[config.mk]
export PLATFORM = sky130hd
export DESIGN_NAME = pu_io_req_ctrl
export DESIGN_NICKNAME = d
export VERILOG_FILES = /design/src/rtl/pu_io_req_ctrl.sv
export SDC_FILE = /design/constraint.sdc
export NUM_CORES = 1
export LEC_CHECK = 0
export ABC_AREA = 1
export CORE_MARGIN = 3
export CORE_UTILIZATION = 25
export DETAILED_ROUTE_END_ITERATION = 16
export DONT_BUFFER_PORTS = 1
export REMOVE_ABC_BUFFERS = 1
export SLEW_MARGIN = 30
export SYNTH_ARGS = -nofsm -noshare
export SYNTH_HDL_FRONTEND = slang
export SYNTH_SLANG_ARGS = --single-unit
[constraint.sdc]
create_clock -name clk -period 4.5 [get_ports clk]
set_clock_uncertainty 0.15 [all_clocks]
set_input_delay 0.9 -clock clk [delete_from_list [all_inputs] [get_ports clk]]
set_output_delay 0.9 -clock clk [all_outputs]
set_load 0.02 [all_outputs]
[src/rtl/pu_io_req_ctrl.sv]
// PU IO request controller: one outstanding request per PU, read return,
// posted-write pacing and read-ack timeout.

package pu_io_req_ctrl_pkg;

  localparam int unsigned PU_WIDTH_NBITS = 16;
  localparam int unsigned FID_NBITS      = 8;
  localparam int unsigned IO_ADDR_NBITS  = 16;

  // Command presented to the shared memory targets alongside io_req
  typedef struct packed {
    logic [IO_ADDR_NBITS-1:0]  addr;
    logic [FID_NBITS-1:0]      fid;
    logic                      wr;
    logic [PU_WIDTH_NBITS-1:0] wdata;
  } io_type;

endpackage

module pu_io_req_ctrl
  import pu_io_req_ctrl_pkg::*;
#(
  parameter int unsigned WIDTH_NBITS = PU_WIDTH_NBITS,
  parameter int unsigned WR_GAP      = 3,
  parameter int unsigned TIMEOUT     = 255
) (
  input  logic                     clk,
  input  logic                     rst,
  input  logic                     cpu_req,
  input  logic                     cpu_wr,
  input  logic [IO_ADDR_NBITS-1:0] cpu_addr,
  input  logic [FID_NBITS-1:0]     cpu_fid,
  input  logic [WIDTH_NBITS-1:0]   cpu_wdata,
  output logic                     cpu_ready,
  output logic                     cpu_rvalid,
  output logic [WIDTH_NBITS-1:0]   cpu_rdata,
  output logic                     io_req,
  output io_type                   io_cmd,
  input  logic                     io_ack,
  input  logic [WIDTH_NBITS-1:0]   io_ack_data,
  output logic                     err_timeout,
  output logic                     err_stray_ack,
  output logic                     err_proto
);

  localparam int unsigned CNT_NBITS = $clog2(TIMEOUT + 1);
  localparam logic [CNT_NBITS-1:0] CNT_TMO  = CNT_NBITS'(TIMEOUT - 1);
  localparam logic [CNT_NBITS-1:0] CNT_WR   = CNT_NBITS'(WR_GAP - 1);
  localparam logic [CNT_NBITS-1:0] CNT_ZERO = '0;
  localparam logic [CNT_NBITS-1:0] CNT_ONE  = CNT_NBITS'(1);

  typedef enum logic [1:0] {
    ST_IDLE    = 2'd0,
    ST_RD_WAIT = 2'd1,
    ST_WR_HOLD = 2'd2
  } state_t;

  state_t               r_state;
  logic [CNT_NBITS-1:0] r_cnt;

  logic w_in_idle;
  logic w_in_rd_wait;

  assign w_in_idle    = (r_state == ST_IDLE);
  assign w_in_rd_wait = (r_state == ST_RD_WAIT);

  // Ready is decoded from state so a request can be taken the cycle IDLE is entered
  assign cpu_ready = w_in_idle;

  // Request FSM with registered strobes, command, read data and error pulses
  always_ff @(posedge clk or posedge rst) begin
    if (rst) begin
      r_state       <= ST_IDLE;
      r_cnt         <= '0;
      cpu_rvalid    <= 1'b0;
      cpu_rdata     <= '0;
      io_req        <= 1'b0;
      io_cmd        <= '0;
      err_timeout   <= 1'b0;
      err_stray_ack <= 1'b0;
      err_proto     <= 1'b0;
    end else begin
      io_req        <= 1'b0;
      cpu_rvalid    <= 1'b0;
      err_timeout   <= 1'b0;
      err_stray_ack <= io_ack && !w_in_rd_wait;
      err_proto     <= cpu_req && !w_in_idle;

      case (r_state)
        ST_IDLE: begin
          if (cpu_req) begin
            io_req       <= 1'b1;
            io_cmd.addr  <= cpu_addr;
            io_cmd.fid   <= cpu_fid;
            io_cmd.wr    <= cpu_wr;
            // reads carry no payload; keep the bus quiet
            io_cmd.wdata <= cpu_wr ? PU_WIDTH_NBITS'(cpu_wdata) : '0;
            if (cpu_wr) begin
              r_state <= ST_WR_HOLD;
              r_cnt   <= CNT_WR;
            end else begin
              r_state <= ST_RD_WAIT;
              r_cnt   <= CNT_ZERO;
            end
          end
        end

        ST_RD_WAIT: begin
          // an ack on the final count still wins over the timeout
          if (io_ack) begin
            cpu_rdata  <= io_ack_data;
            cpu_rvalid <= 1'b1;
            r_state    <= ST_IDLE;
            r_cnt      <= CNT_ZERO;
          end else if (r_cnt == CNT_TMO) begin
            cpu_rdata   <= '1;
            cpu_rvalid  <= 1'b1;
            err_timeout <= 1'b1;
            r_state     <= ST_IDLE;
            r_cnt       <= CNT_ZERO;
          end else begin
            r_cnt <= r_cnt + CNT_ONE;
          end
        end

        ST_WR_HOLD: begin
          if (r_cnt == CNT_ZERO) begin
            r_state <= ST_IDLE;
          end else begin
            r_cnt <= r_cnt - CNT_ONE;
          end
        end

        default: begin
          r_state <= ST_IDLE;
          r_cnt   <= CNT_ZERO;
        end
      endcase
    end
  end

endmodule

==> results.md <==
* Status: completed
* Die area at 14500 um2
* Met1 Use GR at 0.133
* RSZ-0062 raised after global routing: false
* Fin Setup TNS at 0 ns
* Compound-Gate Fraction of Synth Area at 0.0260
* Power per cell area at 793 nW/um2
* Max Slew Vio Count at 0
* Largest family of logic cells by synthesized area: simple AND/OR/NAND/NOR gates
* Post-synthesis mux area share at 0
* Routability Congestion at 0.871
* Post-CTS Setup Repair Bufs at 0
* Crit path required time at 4.57 ns
* DRT Pass-1 Iters at 4
* Share of synthesized cell area in and, or, nand and nor gates at 0.345
* Xor/xnor share of the synthesized area at 0.00536
* Clock tree buffer depth at 2
* Vias/cell at roughly 4.4
* Max FO, Critical Path at 42
* Maxcap violations at 0
* Hold_ws at 0.418 ns
* Setup crit end kind: register
* Leak pwr at 1.89 nW
* Least-Margin Pin Slew at ~0.77 ns
* Later-pin clock latency in the skew report at 0.33 ns
* CTS tree: built
* Non-Filler Instances at 570
* Design Area, Final at 3760 um2
* Starting Density at 0.257
* Setup violators final at 0
* Post-synth EDFFs at 0
* Most used DFF post-synth: dfrtp_1
* Inst Count DP at 553
* Crit path cell chain: nor2_2 > inv_2 > nor2_4 > buf_16 > inv_2 > nand2_1 > nand2_1
* Cts repair resizes at 0
* DIE HEIGHT at 120 um
* Yosys reg bits at 72
* GR peak layer: met2
* Initial antenna violation count at 0
* Core area at ~13000 um2
* Max Clk Rate at around 430 MHz
* Die width at ~120 um
* Overall global routing resource usage at 0.111
* Mapped Area at 3270 um2
* Root buf cell: clkbuf_16
* Boundary pin count at 124
* GR Layer Usage met2 at 0.175
* CP arrival at 2.37 ns
* Bufs and invs on worst path at 3
* Placed cell area at around 3400 um2
* Vias in the first global route at 2534
* Cells after synthesis at between 300 and 400
* N_diodes at 0
* Final hold violations at 0
* Overflow after GRT at 0
* Slowest library cell on the worst path: dfrtp_1
* WL final at about 8000 um
* Worst Hold Class: in -> async
* Layout cell share with drive strength beyond 1 at 0.141
* YS warnings at 0
* Peak VDD IR at 303 uV
* Post-synthesis cell type count at 26
* Drt drc at 0
* Min Tclk post-route at 2.31 ns
* H-tree Lvls at 3
* Nets@finish at roughly 460
* Crit Path Class: reg -> reg
* PortBufs at 0
* Asr flop ratio synth at 1.00
* Global-route wire length before repair at 12600 um
* CTS Hold Bufs at 0
* Syn Area/Cell at 8.30 um2
* Clk slew on worst S/H paths at 0.06 ns
* Nature of the critical path startpoint: register
* Vias at 2487
* CP delay by family, top: simple AND/OR/NAND/NOR gates
* Num rows at 41
* Tcrit/Tclk final at 0.512
* Setup ws final at 2.19 ns
* ANT nets after route at 0
* Adder-cell area share of the yosys netlist at 0.0153
* Clock sink count at 72
* WL/cell at 13.6 um
* Met3 usage at 0.0613
* Initial drt markers at about 110
* Largest net degree at the start of global routing at 44
* Register area share after synthesis at 0.551
* CP max stage delay at 0.44 ns
* Post-DP HPWL at 5510 um
* Slew margin rel. at 0.486
* Synth-to-Final Area Change at 15.0%
* Setup WS pre-CTS at 1.62 ns
* Num CTS Buffers at 9
[report_power, final]
group	internal [mW]	leakage (nW)	switching, mW
logic	0.252	0.846	0.458
registers	0.926	0.894	0.563
clock network	0.502	0.151	0.279
[layer usage]
layer  share of wire  up-vias
li1                -     1216
met1            0.42     1143
met2            0.47      122
met3            0.11        6
met4          0.0064        0
met5               0        -
[final timing paths]
| check | startpoint | to | slack [ns] | depth (start not counted) |
|---|---|---|---|---|
| worst max-delay path | r_state[1] | io_cmd[9] | 2.19 | 7 |
| worst min-delay path | rst | io_cmd[17] | 0.42 | 1 |
| worst max register to register | r_state[1] | io_cmd[9] | 2.19 | 7 |
| worst min register to register | r_cnt[7] | r_cnt[7] | 0.43 | 2 |
| max in group asynchronous | rst | io_cmd[25] | 2.94 | 2 |
| min in group clk | r_cnt[7] | r_cnt[7] | 0.43 | 2 |
[registers in the layout (all words and copies together) (netlist names)]
name	cells
cpu_rdata	16
cpu_rvalid	1
err_proto	1
err_stray_ack	1
err_timeout	1
io_cmd	41
io_req	1
r_cnt	8
r_state	2
[through the flow]
| step | utilization | total power, mW |
|---|---|---|
| 2_1_floorplan | - | 1.99 |
| 3_3_place_gp | 0.267 | 2.18 |
| 3_5_place_dp | 0.267 | 2.21 |
| 4_1_cts | 0.293 | 3.01 |
| 5_1_grt | 0.296 | 3.22 |
| 6_report | 0.296 | 2.98 |
[cell usage in the layout, fill, tap and decap left out, types with 2 or more instances in the layout]
| cell | synthesis | layout |
|---|---|---|
| nand2_1 | 163 | 163 |
| dfrtp_1 | 72 | 72 |
| nor2_1 | 37 | 37 |
| nand3_1 | 34 | 34 |
| nor2_2 | 21 | 21 |
| inv_1 | 17 | 16 |
| clkbuf_16 | 0 | 9 |
| o21ai_0 | 8 | 8 |
| inv_2 | 5 | 5 |
| ha_1 | 4 | 4 |
| nor2_4 | 3 | 3 |
| nand2_2 | 3 | 3 |
| o21ai_1 | 3 | 3 |
| clkinvlp_4 | 0 | 3 |
| inv_4 | 2 | 2 |
| bufinv_16 | 0 | 2 |
[kinds of logic (layout without fill, tap and decap cells)]
| logic type | count (synthesis) | count (layout) |
|---|---|---|
| AO/OA/AOI/OAI | 14 | 14 |
| XOR/XNOR | 2 | 2 |
| adder cells (fa/ha/maj) | 4 | 4 |
| buffers and inverters | 38 | 42 |
| flip-flops | 72 | 72 |
| AND/OR/NAND/NOR | 264 | 264 |
[layout make-up]
class	instances	area [um2]
fill	1385	8960
sequential	72	1800
multi-input combinational	284	1280
clock buffer	10	239
tap	172	215
inverter	24	96.3
clock inverter	6	91.3
timing repair buffer	2	35.0
[synthesized netlist by cell type, types with 3 or more instances]
| cell | number | area share |
|---|---|---|
| buf_2 | 9 | 0.014 |
| nand3_1 | 34 | 0.052 |
| nand2_1 | 163 | 0.19 |
| nor2_4 | 3 | 0.010 |
| o21ai_1 | 3 | 0.0046 |
| o21ai_0 | 8 | 0.012 |
| nand2_2 | 3 | 0.0057 |
| nor2_2 | 21 | 0.040 |
| ha_1 | 4 | 0.015 |
| inv_1 | 17 | 0.020 |
| nor2_1 | 37 | 0.042 |
| inv_2 | 5 | 0.0057 |
| dfrtp_1 | 72 | 0.55 |
(Power assumes the default switching activity.)
